==> config.mk <==
export PLATFORM = sky130hd
export DESIGN_NAME = core_fetch_queue
export DESIGN_NICKNAME = d
export VERILOG_FILES = /design/src/rtl/core_fetch_queue.sv
export SDC_FILE = /design/constraint.sdc
export NUM_CORES = 1
export LEC_CHECK = 0
export CAP_MARGIN = 40
export CORE_MARGIN = 5
export CORE_UTILIZATION = 33
export CTS_CLUSTER_DIAMETER = 100
export CTS_CLUSTER_SIZE = 8
export DETAILED_ROUTE_END_ITERATION = 12
export PLACE_DENSITY = 0.53
export RECOVER_POWER = 50
export SYNTH_ARGS = -nofsm -noshare
export SYNTH_HDL_FRONTEND = slang
export SYNTH_SLANG_ARGS = --single-unit
export TNS_END_PERCENT = 5
==> constraint.sdc <==
create_clock -name clk_i -period 9.2 [get_ports clk_i]
set_input_delay 1.84 -clock clk_i [delete_from_list [all_inputs] [get_ports clk_i]]
set_output_delay 1.84 -clock clk_i [all_outputs]
set_load 0.005 [all_outputs]
==> src/rtl/core_fetch_queue.sv <==
// Instruction fetch front end: issues groups of up to FETCH_W reads with per-port
// handshakes and buffers the returned instructions in a DEPTH-entry queue.
module core_fetch_queue #(
  parameter int unsigned     FETCH_W  = 2,
  parameter int unsigned     DEPTH    = 8,
  parameter int unsigned     PC_W     = 8,
  parameter int unsigned     INSTR_W  = 16,
  parameter logic [PC_W-1:0] RESET_PC = 8'h10
) (
  input  logic                                clk_i,
  input  logic                                rst_i,
  input  logic [1:0]                          exec_i,
  input  logic                                pc_wen_i,
  input  logic [PC_W-1:0]                     pc_i,
  input  logic                                redirect_i,
  input  logic [PC_W-1:0]                     redirect_pc_i,
  input  logic                                halt_i,
  output logic [FETCH_W-1:0]                  mem_val_o,
  output logic [FETCH_W-1:0][PC_W-1:0]        mem_addr_o,
  input  logic [FETCH_W-1:0]                  mem_rdy_i,
  input  logic [FETCH_W-1:0][INSTR_W-1:0]     mem_rdata_i,
  output logic [FETCH_W-1:0]                  out_val_o,
  output logic [FETCH_W-1:0][INSTR_W-1:0]     out_instr_o,
  output logic [FETCH_W-1:0][PC_W-1:0]        out_pc_o,
  input  logic [$clog2(FETCH_W+1)-1:0]        deq_cnt_i,
  output logic [$clog2(DEPTH+1)-1:0]          count_o,
  output logic [PC_W-1:0]                     pc_o,
  output logic                                halted_o,
  output logic                                idle_o
);

  localparam int unsigned PTR_W = $clog2(DEPTH);
  localparam int unsigned CNT_W = $clog2(DEPTH + 1);
  localparam int unsigned DEQ_W = $clog2(FETCH_W + 1);

  typedef enum logic {
    ST_RUN    = 1'b0,
    ST_HALTED = 1'b1
  } state_e;

  state_e                          state_r, state_nx_s;
  logic [PC_W-1:0]                 pc_r, pc_nx_s;
  logic [CNT_W-1:0]                count_r, count_nx_s;
  logic [PTR_W-1:0]                rd_ptr_r, rd_ptr_nx_s;
  logic [PTR_W-1:0]                wr_ptr_r, wr_ptr_nx_s;
  logic                            pend_r, pend_nx_s;
  logic [DEQ_W-1:0]                grp_size_r, grp_size_nx_s;
  logic [FETCH_W-1:0]              lat_vld_r, lat_vld_nx_s;
  logic [FETCH_W-1:0][INSTR_W-1:0] lat_data_r, lat_data_nx_s;

  logic [INSTR_W-1:0]              q_instr_r [DEPTH];
  logic [PC_W-1:0]                 q_pc_r    [DEPTH];

  logic                            flush_s;
  logic                            run_mode_s;
  logic                            step_mode_s;
  logic                            start_s;
  logic                            active_s;
  logic                            done_s;
  logic [DEQ_W-1:0]                cur_size_s;
  logic [FETCH_W-1:0]              hs_s;
  logic [CNT_W-1:0]                deq_s;
  logic [CNT_W-1:0]                enq_s;

  assign flush_s     = pc_wen_i | halt_i | redirect_i;
  assign run_mode_s  = (exec_i == 2'd1);
  assign step_mode_s = (exec_i == 2'd2);

  // Group issue decision, per-port request/handshake and group completion
  always_comb begin
    start_s    = 1'b0;
    cur_size_s = grp_size_r;
    done_s     = 1'b0;
    mem_val_o  = '0;
    mem_addr_o = '0;
    hs_s       = '0;
    if (state_r == ST_RUN && !pend_r) begin
      if (run_mode_s) begin
        start_s    = ((CNT_W'(DEPTH) - count_r) >= CNT_W'(FETCH_W));
        cur_size_s = DEQ_W'(FETCH_W);
      end else if (step_mode_s) begin
        start_s    = (count_r == '0);
        cur_size_s = DEQ_W'(1);
      end else begin
        start_s    = 1'b0;
      end
    end else begin
      start_s = 1'b0;
    end
    // Any flush or reset cancels the group before a handshake can be lost
    active_s = (pend_r | start_s) & ~rst_i & ~flush_s;
    done_s   = active_s;
    for (int k = 0; k < FETCH_W; k++) begin
      mem_addr_o[k] = pc_r + PC_W'(k);
      mem_val_o[k]  = active_s & (DEQ_W'(k) < cur_size_s) & ~lat_vld_r[k];
      hs_s[k]       = mem_val_o[k] & mem_rdy_i[k];
      done_s        = done_s & (~(DEQ_W'(k) < cur_size_s) | lat_vld_r[k] | hs_s[k]);
    end
  end

  assign deq_s = (CNT_W'(deq_cnt_i) > count_r) ? count_r : CNT_W'(deq_cnt_i);
  assign enq_s = done_s ? CNT_W'(cur_size_s) : '0;

  // Next-state: flush sources in priority order, otherwise queue and group update
  always_comb begin
    state_nx_s    = state_r;
    pc_nx_s       = pc_r;
    count_nx_s    = count_r;
    rd_ptr_nx_s   = rd_ptr_r;
    wr_ptr_nx_s   = wr_ptr_r;
    pend_nx_s     = pend_r;
    grp_size_nx_s = grp_size_r;
    lat_vld_nx_s  = lat_vld_r;
    lat_data_nx_s = lat_data_r;
    if (flush_s) begin
      count_nx_s   = '0;
      rd_ptr_nx_s  = wr_ptr_r;
      pend_nx_s    = 1'b0;
      lat_vld_nx_s = '0;
      if (pc_wen_i) begin
        state_nx_s = ST_RUN;
        pc_nx_s    = pc_i;
      end else if (halt_i) begin
        state_nx_s = ST_HALTED;
      end else begin
        pc_nx_s = redirect_pc_i;
      end
    end else begin
      count_nx_s  = count_r + enq_s - deq_s;
      rd_ptr_nx_s = rd_ptr_r + PTR_W'(deq_s);
      if (done_s) begin
        wr_ptr_nx_s  = wr_ptr_r + PTR_W'(cur_size_s);
        pc_nx_s      = pc_r + PC_W'(cur_size_s);
        pend_nx_s    = 1'b0;
        lat_vld_nx_s = '0;
      end else if (active_s) begin
        pend_nx_s     = 1'b1;
        grp_size_nx_s = cur_size_s;
        for (int k = 0; k < FETCH_W; k++) begin
          if (hs_s[k]) begin
            lat_vld_nx_s[k]  = 1'b1;
            lat_data_nx_s[k] = mem_rdata_i[k];
          end else begin
            lat_vld_nx_s[k]  = lat_vld_r[k];
            lat_data_nx_s[k] = lat_data_r[k];
          end
        end
      end else begin
        pend_nx_s = pend_r;
      end
      case (state_r)
        ST_HALTED: state_nx_s = (run_mode_s || step_mode_s) ? ST_HALTED : ST_RUN;
        ST_RUN:    state_nx_s = ST_RUN;
        default:   state_nx_s = ST_RUN;
      endcase
    end
  end

  // Control state register with synchronous reset
  always_ff @(posedge clk_i) begin
    if (rst_i) begin
      state_r    <= ST_RUN;
      pc_r       <= RESET_PC;
      count_r    <= '0;
      rd_ptr_r   <= '0;
      wr_ptr_r   <= '0;
      pend_r     <= 1'b0;
      grp_size_r <= '0;
      lat_vld_r  <= '0;
      lat_data_r <= '0;
    end else begin
      state_r    <= state_nx_s;
      pc_r       <= pc_nx_s;
      count_r    <= count_nx_s;
      rd_ptr_r   <= rd_ptr_nx_s;
      wr_ptr_r   <= wr_ptr_nx_s;
      pend_r     <= pend_nx_s;
      grp_size_r <= grp_size_nx_s;
      lat_vld_r  <= lat_vld_nx_s;
      lat_data_r <= lat_data_nx_s;
    end
  end

  // Queue storage: a completed group is written in port order
  always_ff @(posedge clk_i) begin
    if (done_s) begin
      for (int k = 0; k < FETCH_W; k++) begin
        if (DEQ_W'(k) < cur_size_s) begin
          q_instr_r[wr_ptr_r + PTR_W'(k)] <= lat_vld_r[k] ? lat_data_r[k] : mem_rdata_i[k];
          q_pc_r[wr_ptr_r + PTR_W'(k)]    <= pc_r + PC_W'(k);
        end
      end
    end
  end

  // Window onto the oldest FETCH_W entries
  always_comb begin
    out_val_o   = '0;
    out_instr_o = '0;
    out_pc_o    = '0;
    for (int k = 0; k < FETCH_W; k++) begin
      out_val_o[k]   = (CNT_W'(k) < count_r);
      out_instr_o[k] = q_instr_r[rd_ptr_r + PTR_W'(k)];
      out_pc_o[k]    = q_pc_r[rd_ptr_r + PTR_W'(k)];
    end
  end

  assign count_o  = count_r;
  assign pc_o     = pc_r;
  assign halted_o = (state_r == ST_HALTED);
  assign idle_o   = ((count_r == '0) && !pend_r) || (state_r == ST_HALTED);

endmodule

==> reports/metrics.csv <==
metric,value,unit
# diodes,0,
first-pass iteration count of the detailed router,5,
Power Dens Cells,150,nW/um2
Max VDD drop,0.106,mV
sequential share of the synthesized area,0.461,
slew margin rel.,-0.301,
die area,49600,um2
Synth Area in Compound Gates,0.0574,
most numerous cell on the critical path,clkbuf_1,
RSZ-0062 raised after global routing,no,
drt total wl,43.9,mm
port buffer count,140,
FF-to-FF Start,count_o[1],
leading area contributor after synthesis,edfxtp_1,
total chip power,2.68,mW
layout cell share with drive strength beyond 1,0.192,
Post-DRT Antenna Nets,0,
Slew @ Worst Pin,1.95,ns
Yosys warnings,0,
Leak,6.33,nW
fin. max-slew vios,208,
clock sink count,248,
Final Instance Area,17900,um2
initial cell density of the core,0.331,
final count of negative-setup-slack endpoints,0,
CP top delay family,buffers and inverters,
post-CTS sizing,0,
floorplan row count,78,
area grow syn2layout,19.7,%
top post-synthesis cells by area,"edfxtp_1 (39%), mux4_2 (14%), mux2i_1 (11%), dfxtp_1 (7.5%), mux2_2 (4.0%)",
clock latency on the worst-skew pair,0.52,ns
Yosys cell types,71,
Starting DRT DRC Count,889,
clk buf depth,3,
largest net degree at the start of global routing,53,
pre-CTS setup slack,2.69,ns
"Remaining Overflow, GRT",0,
Post-Synthesis Cells,1144,
Yosys top cell area share,0.386,
CP startpoint kind,input port,
critical path startpoint,exec_i[0],
Post-synth top flop,edfxtp_1,
# IOs,141,
CTS root buffer,clkbuf_16,
final hold vios,0,
Max Fanout on Critical Path,47,
initial antenna violation count,0,
Max Clk Rate,137,MHz
xor/xnor share of the synthesized area,0.0410,
"EDFF count, synth",192,
Worst path max stage delay,1.40,ns
placed cell area,17000,um2
routed vias,10300,
first-pass GRT wire length,66.7,mm
Crit-path slowest cell,clkbuf_1,
syn_area_per_cell,13.1,um2
Setup Crit Path Kind,in2reg,
crit path capture type,flop,
drt wl/cell,23.5,um
"flops & latches, synth",248,
TritonCTS buffer count,36,
mapped cell area,14900,um2
post-layout min period,7.33,ns
Die Ht,223,um
post-DP HPWL,29.5,mm
Die W,223,um
Fin Setup TNS,0,ns
largest family of logic cells by synthesized area,multiplexers,
routability cong.,0.775,
mux cell area share after synthesis,0.295,
Final Skew,0.0121,ns
vias per cell,5.47,
vias in the first global route,10500,
Max H-tree Level,2,
clock-pin slew on the worst setup and hold paths,0.05,ns
number of max-cap violations,8,
CP required,9.38,ns
# hold bufs at CTS,0,
adder-cell share of the synthesized area,0.0218,
nets,1343,
syn_nets,1226,
post-route worst setup slack,1.87,ns
worst path arrival time,7.51,ns
total core area,45100,um2
share of flip-flops with an asynchronous set or reset,0,
DRC Markers,0,
worst hold path class,reg2reg,
Worst Path Buf+Inv,6,
outcome,finished with violations,
failing checks,"max-capacitance violations, max-slew violations",
CTS tree,done,
Post-CTS Setup Bufs,0,
crit-path cells,"dlygate4sd3_1, inv_1, ha_1, or3b_1, a22o_1, a21oi_4, clkbuf_1, nand3_1, clkbuf_1, o21ai_0, clkbuf_1, buf_4",
final worst-path cycle share,0.796,
GR Util All Layers,0.173,
simple-gate share of the synthesized area,0.0783,
worst hold start,lat_data_r[9],
[report_power, final]
group	switching [mW]	internal (mW)	total, mW
Sequential	0.0131	1.21	1.23
Combinational	0.137	0.129	0.266
Clock	0.475	0.709	1.18
Total	0.625	2.05	2.68
[stage by stage]
step	util	instances	hold slack, ns
floorplan	-	1144	0.449
global placement	0.373	1805	0.455
detailed placement	0.378	1823	0.465
CTS	0.399	1873	0.470
global route	0.397	1873	0.487
finish	0.397	1873	0.468
[final timing paths]
check             slack (ns)  depth (start not counted)            end
setup / recovery        1.87                         12   q_pc_r[1][7]
hold / removal          0.47                          2  lat_data_r[9]
setup reg to reg        3.49                         11   q_pc_r[1][7]
hold reg to reg         0.47                          2  lat_data_r[9]
[sequential cells by signal, summed over array words and instances, names as in the netlist, 2 cells and up]
| name | cells |
|---|---|
| pc_o | 8 |
| rd_ptr_r | 3 |
| lat_vld_r | 2 |
| count_o | 4 |
| grp_size_r | 2 |
| q_pc_r | 64 |
| wr_ptr_r | 3 |
| lat_data_r | 32 |
| q_instr_r | 128 |
[synthesized netlist by cell type, types with 17 or more instances]
cell type / n
nand4_1: 42
nand3_1: 49
clkbuf_1: 55
o21ai_0: 41
inv_1: 20
a21oi_1: 56
mux4_2: 96
nand2_1: 35
dfxtp_1: 56
ha_1: 18
mux2_2: 53
mux2i_1: 161
buf_1: 17
edfxtp_1: 192
nor2_1: 31
xnor2_1: 60
[cell type report]
class                      count  area [um2]
multi-input combinational    765        7420
inverter                      22        82.6
clock buffer                  48         946
fill                        4286       27200
clock inverter                 2        25.0
sequential                   248        6890
timing repair buffer         188        1780
tap                          600         751
[tightest hold or removal path: cells and delay by family, from the launching register on]
kind	cells	cell delay (ns)
flip-flops	1	0.30
AO/OA/AOI/OAI	2	0.12
[logic make-up (layout without fill, tap and decap cells)]
group,Yosys count,after routing
and+or+nand+nor,218,218
AOI/OAI and AO/OA,141,141
muxes,313,313
xor gates and xnor gates,70,70
DFF,248,248
adders and majority gates,23,23
buffers and inverters,131,260
[metal layers]
| layer | up-vias | global-route usage | wire, um |
|---|---|---|---|
| met5 | - | 0 | 0 |
| li1 | 4690 | - | - |
| met3 | 50 | 0.0295 | 2150 |
| met2 | 299 | 0.287 | 21300 |
| met4 | 0 | 0.0377 | 800 |
| met1 | 5213 | 0.241 | 19600 |
[layout by cell type (no fill, tap or decap), types with 35 or more instances in the layout]
master	Yosys	layout
a21oi_1	56	55
clkbuf_16	0	36
clkdlybuf4s50_1	0	107
dfxtp_1	56	56
edfxtp_1	192	192
mux2_2	53	53
mux2i_1	161	161
mux4_2	96	96
nand2_1	35	35
nand3_1	49	50
nand4_1	42	42
o21ai_0	41	35
xnor2_1	60	60
(Power assumes the default switching activity.)
